**src/rtl/rv_mem_pkg.sv**
```systemverilog
// rtl/rv_mem_pkg.sv - shared funct3 encodings, bridge states and access-rule helpers
package rv_mem_pkg;

  localparam logic [2:0] MEM_B  = 3'b000;
  localparam logic [2:0] MEM_H  = 3'b001;
  localparam logic [2:0] MEM_W  = 3'b010;
  localparam logic [2:0] MEM_BU = 3'b100;
  localparam logic [2:0] MEM_HU = 3'b101;

  typedef enum logic [1:0] {
    IDLE = 2'd0,
    BUS  = 2'd1,
    DONE = 2'd2
  } bridge_state_t;

  // Only the five load/store widths the core issues are legal funct3 values.
  function automatic logic op_defined(input logic [2:0] op);
    return (op == MEM_B) || (op == MEM_H) || (op == MEM_W) ||
           (op == MEM_BU) || (op == MEM_HU);
  endfunction

  // Words need 4-byte alignment, halves 2-byte; bytes are always aligned.
  function automatic logic op_misaligned(input logic [2:0] op, input logic [1:0] a);
    return ((op == MEM_W) && (a != 2'b00)) ||
           (((op == MEM_H) || (op == MEM_HU)) && a[0]);
  endfunction

endpackage

```
**src/rtl/lsu_lane_align.sv**
```systemverilog
// rtl/lsu_lane_align.sv - byte-lane steering for stores and alignment/extension for loads
module lsu_lane_align
  import rv_mem_pkg::*;
(
  input  logic [2:0]  op,
  input  logic [1:0]  a,
  input  logic [31:0] wdata,
  input  logic [31:0] raw,
  output logic [3:0]  sel,
  output logic [31:0] dat,
  output logic [31:0] rdata
);

  logic [7:0]  byte_lane;
  logic [15:0] half_lane;

  // Store direction: op[1:0] picks the width; undefined encodings fall into word.
  always_comb begin
    sel = 4'b1111;
    dat = wdata;
    case (op[1:0])
      2'b00: begin
        sel = 4'b0001 << a;
        dat = {4{wdata[7:0]}};
      end
      2'b01: begin
        sel = a[1] ? 4'b1100 : 4'b0011;
        dat = {2{wdata[15:0]}};
      end
      default: begin
        sel = 4'b1111;
        dat = wdata;
      end
    endcase
  end

  // Load direction: pick the addressed lane, then sign- or zero-extend by op[2].
  always_comb begin
    byte_lane = raw[7:0];
    half_lane = a[1] ? raw[31:16] : raw[15:0];
    case (a)
      2'd0:    byte_lane = raw[7:0];
      2'd1:    byte_lane = raw[15:8];
      2'd2:    byte_lane = raw[23:16];
      default: byte_lane = raw[31:24];
    endcase
    rdata = raw;
    case (op[1:0])
      2'b00:   rdata = op[2] ? {24'h0, byte_lane} : {{24{byte_lane[7]}}, byte_lane};
      2'b01:   rdata = op[2] ? {16'h0, half_lane} : {{16{half_lane[15]}}, half_lane};
      default: rdata = raw;
    endcase
  end

endmodule

```
**src/rtl/core_wb_dmem_bridge.sv**
```systemverilog
// rtl/core_wb_dmem_bridge.sv - MEM-stage load/store to single classic Wishbone cycle bridge
module core_wb_dmem_bridge
  import rv_mem_pkg::*;
#(
  parameter int TIMEOUT_CYCLES = 255,
  parameter int CNT_W          = 8
) (
  input  logic        clk,
  input  logic        reset_n,
  input  logic [31:0] mem_addr_mem,
  input  logic [31:0] mem_wdata_mem,
  input  logic        mem_write_mem,
  input  logic        mem_read_mem,
  input  logic [2:0]  mem_op_mem,
  output logic [31:0] mem_rdata_mem,
  output logic        stall_pipl,
  output logic [31:0] wb_adr_o,
  output logic [31:0] wb_dat_o,
  input  logic [31:0] wb_dat_i,
  output logic [3:0]  wb_sel_o,
  output logic        wb_we_o,
  output logic        wb_cyc_o,
  output logic        wb_stb_o,
  input  logic        wb_ack_i,
  input  logic        wb_err_i,
  output logic        bus_err_o
);

  localparam logic [CNT_W:0] TO_LIM = (CNT_W+1)'(TIMEOUT_CYCLES);

  bridge_state_t state_q, state_d;
  logic [31:0]   adr_q, adr_d;
  logic [31:0]   dat_q, dat_d;
  logic [3:0]    sel_q, sel_d;
  logic          we_q, we_d;
  logic          cyc_q, cyc_d;
  logic [2:0]    op_q, op_d;
  logic [1:0]    a_q, a_d;
  logic [CNT_W-1:0] cnt_q, cnt_d;
  logic [31:0]   rdata_q, rdata_d;
  logic          err_q, err_d;

  logic          req;
  logic [2:0]    lane_op;
  logic [1:0]    lane_a;
  logic [3:0]    lane_sel;
  logic [31:0]   lane_dat;
  logic [31:0]   lane_rdata;
  logic [CNT_W:0] cnt_inc;

  assign req = mem_read_mem | mem_write_mem;

  // Lane helper sees the live request while idle and the latched access afterwards.
  assign lane_op = (state_q == IDLE) ? mem_op_mem : op_q;
  assign lane_a  = (state_q == IDLE) ? mem_addr_mem[1:0] : a_q;

  lsu_lane_align u_lane (
    .op    (lane_op),
    .a     (lane_a),
    .wdata (mem_wdata_mem),
    .raw   (wb_dat_i),
    .sel   (lane_sel),
    .dat   (lane_dat),
    .rdata (lane_rdata)
  );

  assign cnt_inc = {1'b0, cnt_q} + {{CNT_W{1'b0}}, 1'b1};

  // Next-state and register updates for the IDLE -> BUS -> DONE access sequence.
  always_comb begin
    state_d = state_q;
    adr_d   = adr_q;
    dat_d   = dat_q;
    sel_d   = sel_q;
    we_d    = we_q;
    cyc_d   = cyc_q;
    op_d    = op_q;
    a_d     = a_q;
    cnt_d   = cnt_q;
    rdata_d = rdata_q;
    err_d   = 1'b0;
    case (state_q)
      IDLE: begin
        if (req) begin
          if (op_misaligned(mem_op_mem, mem_addr_mem[1:0])) begin
            state_d = DONE;
            rdata_d = 32'h0;
            err_d   = 1'b1;
          end else begin
            state_d = BUS;
            adr_d   = {mem_addr_mem[31:2], 2'b00};
            sel_d   = lane_sel;
            dat_d   = lane_dat;
            we_d    = mem_write_mem;
            op_d    = mem_op_mem;
            a_d     = mem_addr_mem[1:0];
            cyc_d   = 1'b1;
            cnt_d   = '0;
          end
        end
      end
      BUS: begin
        cnt_d = cnt_inc[CNT_W] ? cnt_q : cnt_inc[CNT_W-1:0];
        if (wb_err_i) begin
          state_d = DONE;
          cyc_d   = 1'b0;
          err_d   = 1'b1;
          rdata_d = 32'h0;
        end else if (wb_ack_i) begin
          state_d = DONE;
          cyc_d   = 1'b0;
          if (!op_defined(op_q)) begin
            err_d   = 1'b1;
            rdata_d = 32'h0;
          end else if (!we_q) begin
            rdata_d = lane_rdata;
          end
        end else if (cnt_inc >= TO_LIM) begin
          state_d = DONE;
          cyc_d   = 1'b0;
          err_d   = 1'b1;
          rdata_d = 32'h0;
        end
      end
      DONE: begin
        state_d = IDLE;
      end
      default: begin
        state_d = IDLE;
        cyc_d   = 1'b0;
      end
    endcase
  end

  // State and datapath registers; reset abandons any cycle in flight silently.
  always_ff @(posedge clk) begin
    if (!reset_n) begin
      state_q <= IDLE;
      adr_q   <= 32'h0;
      dat_q   <= 32'h0;
      sel_q   <= 4'h0;
      we_q    <= 1'b0;
      cyc_q   <= 1'b0;
      op_q    <= 3'h0;
      a_q     <= 2'h0;
      cnt_q   <= '0;
      rdata_q <= 32'h0;
      err_q   <= 1'b0;
    end else begin
      state_q <= state_d;
      adr_q   <= adr_d;
      dat_q   <= dat_d;
      sel_q   <= sel_d;
      we_q    <= we_d;
      cyc_q   <= cyc_d;
      op_q    <= op_d;
      a_q     <= a_d;
      cnt_q   <= cnt_d;
      rdata_q <= rdata_d;
      err_q   <= err_d;
    end
  end

  assign stall_pipl    = ((state_q == IDLE) && req) || (state_q == BUS);
  assign wb_adr_o      = adr_q;
  assign wb_dat_o      = dat_q;
  assign wb_sel_o      = sel_q;
  assign wb_we_o       = we_q;
  assign wb_cyc_o      = cyc_q;
  assign wb_stb_o      = cyc_q;
  assign mem_rdata_mem = rdata_q;
  assign bus_err_o     = err_q;

endmodule

```
**config.mk**
```make
export PLATFORM = sky130hd
export DESIGN_NAME = core_wb_dmem_bridge
export DESIGN_NICKNAME = d
export VERILOG_FILES = /design/src/rtl/rv_mem_pkg.sv /design/src/rtl/lsu_lane_align.sv /design/src/rtl/core_wb_dmem_bridge.sv
export SDC_FILE = /design/constraint.sdc
export NUM_CORES = 1
export LEC_CHECK = 0
export CAP_MARGIN = 20
export CORE_ASPECT_RATIO = 0.7
export CORE_MARGIN = 8
export CORE_UTILIZATION = 45
export CTS_BUF_LIST = sky130_fd_sc_hd__clkbuf_16
export DETAILED_ROUTE_END_ITERATION = 7
export PLACE_DENSITY = 0.81
export SYNTH_ARGS = -nofsm -noshare
export SYNTH_HDL_FRONTEND = slang
export SYNTH_SLANG_ARGS = --single-unit
export TNS_END_PERCENT = 50
```
**constraint.sdc**
```tcl
create_clock -name clk -period 3.2 [get_ports clk]
set_input_delay 0.64 -clock clk [delete_from_list [all_inputs] [get_ports clk]]
set_output_delay 0.64 -clock clk [all_outputs]
set_load 0.005 [all_outputs]
```
==> run summary <==
number of library cell types mapped by synthesis = 69
Initial Util = 45.73%
commonest cells after routing, fill and taps aside = 206 x clkdlybuf4s50_1, 130 x nand2_1, 116 x dfxtp_1, 62 x nor2_1, 41 x a21oi_1
Crit. End Element = output port
CTS tree = done
Synth async-reset ratio = 0%
# rows = 34
worst-path fanout max = 3
layout cells sized above 1 = 11.06%
hold buffer count at CTS = 0
relative slew slack = 37.94%
P per Cell Area = 563.5 mW/mm2
met2 wire len = 8894 um
Antenna Cells = 0
die area = 0.01643 mm2
Synth Area in Simple Gates = 19.27%
worst-margin pin slew = 930.9 ps
post-synthesis mux area share = 2.617%
worst skew pair latency = 410 ps
CP Data Required Time = 2560 ps
root buffer selected by CTS = clkbuf_16
run status = finished clean
largest net degree at the start of global routing = 53
vias = 5,888
DRC viols = 0
die span in x = 149.8 um
Synth Area in XOR/XNOR = 0%
I/O pin cnt = 210
ys flop type = dfxtp_1
max_cap viols = 0
Post-Place Setup Slack = 110.1 ps
TritonCTS Buffers = 17
cell area after layout = 0.008358 mm2
via density per instance = 5.767
Setup TNS Final = 0 ps
Worst VDD drop = 0.4582 mV
vias in the first global route = 5,740
H-tree levels = 4
syn_area_per_cell = 8.548 um2
Setup Buffers After CTS = 0
Syn Inst Count = 660
Peak Freq = 352.6 MHz
Final Max Tran Viols = 0
kind of critical path = in -> out
first-pass detailed-route iteration total = 6
Final Setup Violations = 0
M1 WL = 8075 um
RSZ-0062 raised after global routing = no
synthesis warning total = 0
1st-iter DRT viols = 567
largest family of logic cells by synthesized area = compound AO/OA/AOI/OAI gates
Nets = 953
CP arrival = 2200 ps
Placer Congestion = 0.8729
wire length of the first global-routing pass = 30,550 um
Top Metal Used = met4
final hold vios = 0
Post-DP HPWL = 14,300 um
Cell Area, Synth = 0.005642 mm2
placed inst area = 0.007807 mm2
Post-synth EDFFs = 0
post-cts repair resize count = 0
Worst-path clk slew = 50 ps
CTS Sinks = 116
GRT Residual Overflow = 0
clk buf depth = 2
Startpoint Class = primary input
die height = 109.7 um
complex-gate fraction of the synthesized area = 30.76%
Final Critical Period = 2836 ps
met3 wire length = 2229 um
clock skew = 11.52 ps
WL final = 19,460 um
most common cell after layout, fill and taps aside = clkdlybuf4s50_1
area grow syn2layout = 48.15%
Hold Path Class = reg -> reg
Final ANT Viol Nets = 0
sequential fraction of the synthesis area = 41.16%
initial antenna violation count = 0
setup ws final = 363.9 ps
core area = 0.01234 mm2
GRT Util Overall = 23.31%
IO Port Bufs = 207
Tcrit/Tclk final = 88.63%
Synth Register Bits = 116
Post-Synth Adder-Cell Area = 0.4436%
number of fill cells = 952
WL per Instance = 19.06 um
leak pwr = 0.003094 uW
[area by class of cell]
cell class | count | area (um2) | area share [%]
clock buffers | 17 | 425.4 | 5.090
clock inverters | 15 | 125.1 | 1.497
inverters | 6 | 22.52 | 0.2695
multi-input cells | 479 | 3025 | 36.20
flip-flops and latches | 116 | 2322 | 27.78
well taps | 162 | 202.7 | 2.425
repair buffers | 226 | 2235 | 26.74
[final timing paths]
| kind | start | endpoint | slack (ps) | cells after the start |
|---|---|---|---|---|
| min reg2reg | wb_adr_o[9]$_SDFFE_PN0P_ | wb_adr_o[9]$_SDFFE_PN0P_ | 460 | 2 |
| max reg2reg | cnt_q[1]$_SDFFE_PN0P_ | mem_rdata_mem[9]$_SDFFE_PN0P_ | 520 | 8 |
| min | wb_adr_o[9]$_SDFFE_PN0P_ | wb_adr_o[9]$_SDFFE_PN0P_ | 460 | 2 |
| max | mem_write_mem | stall_pipl | 360 | 4 |
[routing by layer]
metal / vias to the layer above / GRT usage [%]
met5: - / 0
met4: 0 / 7.036
met3: 21 / 8.635
met2: 345 / 37.18
met1: 2728 / 29.06
li1: 2794 / -
[synthesized netlist by cell type, types with 2 or more instances]
master,count,area (um2)
nor2_1,62,232.7
a2111oi_0,14,122.6
a311oi_1,16,140.1
a21oi_1,41,205.2
nor2_2,2,12.51
o21ai_0,14,70.07
mux2i_1,2,20.02
buf_4,8,60.06
o21ai_1,2,10.01
o221a_2,2,22.52
ha_1,2,25.02
o21a_1,2,15.01
o41ai_1,2,17.52
buf_2,16,80.08
nand2_1,130,488.0
and3_1,10,62.56
and2_1,3,18.77
a31o_1,9,78.83
a222oi_1,8,80.08
nor3b_1,4,30.03
a21boi_0,17,127.6
inv_1,6,22.52
nand3_1,11,55.05
a32oi_1,2,17.52
a31o_2,6,52.55
a211oi_1,9,67.56
a22oi_1,10,75.07
buf_6,3,33.78
dfxtp_1,116,2322
a221oi_1,4,35.03
nor3_1,3,15.01
or2_1,3,18.77
clkbuf_1,32,120.1
o211ai_1,18,135.1
mux2_2,10,112.6
nor2b_1,4,25.02
a211o_1,2,17.52
a31oi_1,11,68.82
o41ai_2,14,227.7
[logic make-up (layout without fill, tap and decap cells)]
family	count (synthesis)	after routing
simple gates	247	247
flops	116	116
buf+inv	66	264
compound gates	215	215
mux	13	13
fa+ha+maj	2	2
other cells	1	2
[where the power goes]
group / total (uW) / leakage (uW) / switching, uW / internal, uW
Sequential: 1660 / 0.000949 / 87.4 / 1580
Clock: 1760 / 0.000276 / 643 / 1120
Combinational: 1280 / 0.00187 / 681 / 602
[registers in the layout (all words and copies together), names as in the netlist, 2 cells and up]
| signal | cells |
|---|---|
| wb_adr_o | 30 |
| a_q | 2 |
| wb_dat_o | 32 |
| wb_sel_o | 4 |
| op_q | 3 |
| mem_rdata_mem | 32 |
| state_q | 2 |
| cnt_q | 8 |
[critical path: stages]
cell	delay [ps]
clkdlybuf4s50_1	580
nor2_1	120
a21oi_1	290
clkdlybuf4s50_1	570
[metrics by stage]
stage | hold WS (ps) | instances | util (%) | power [uW]
after global placement | 443.0 | 989 | 63.29 | 2925
final | 456.0 | 1021 | 67.75 | 4710
after detailed placement | 449.9 | 989 | 63.29 | 2962
after global routing | 481.4 | 1021 | 67.75 | 4946
after floorplan | 443.7 | 661 | - | 2373
after CTS | 457.1 | 1021 | 67.75 | 4743
No activity file was read; power rests on OpenSTA's default activity.
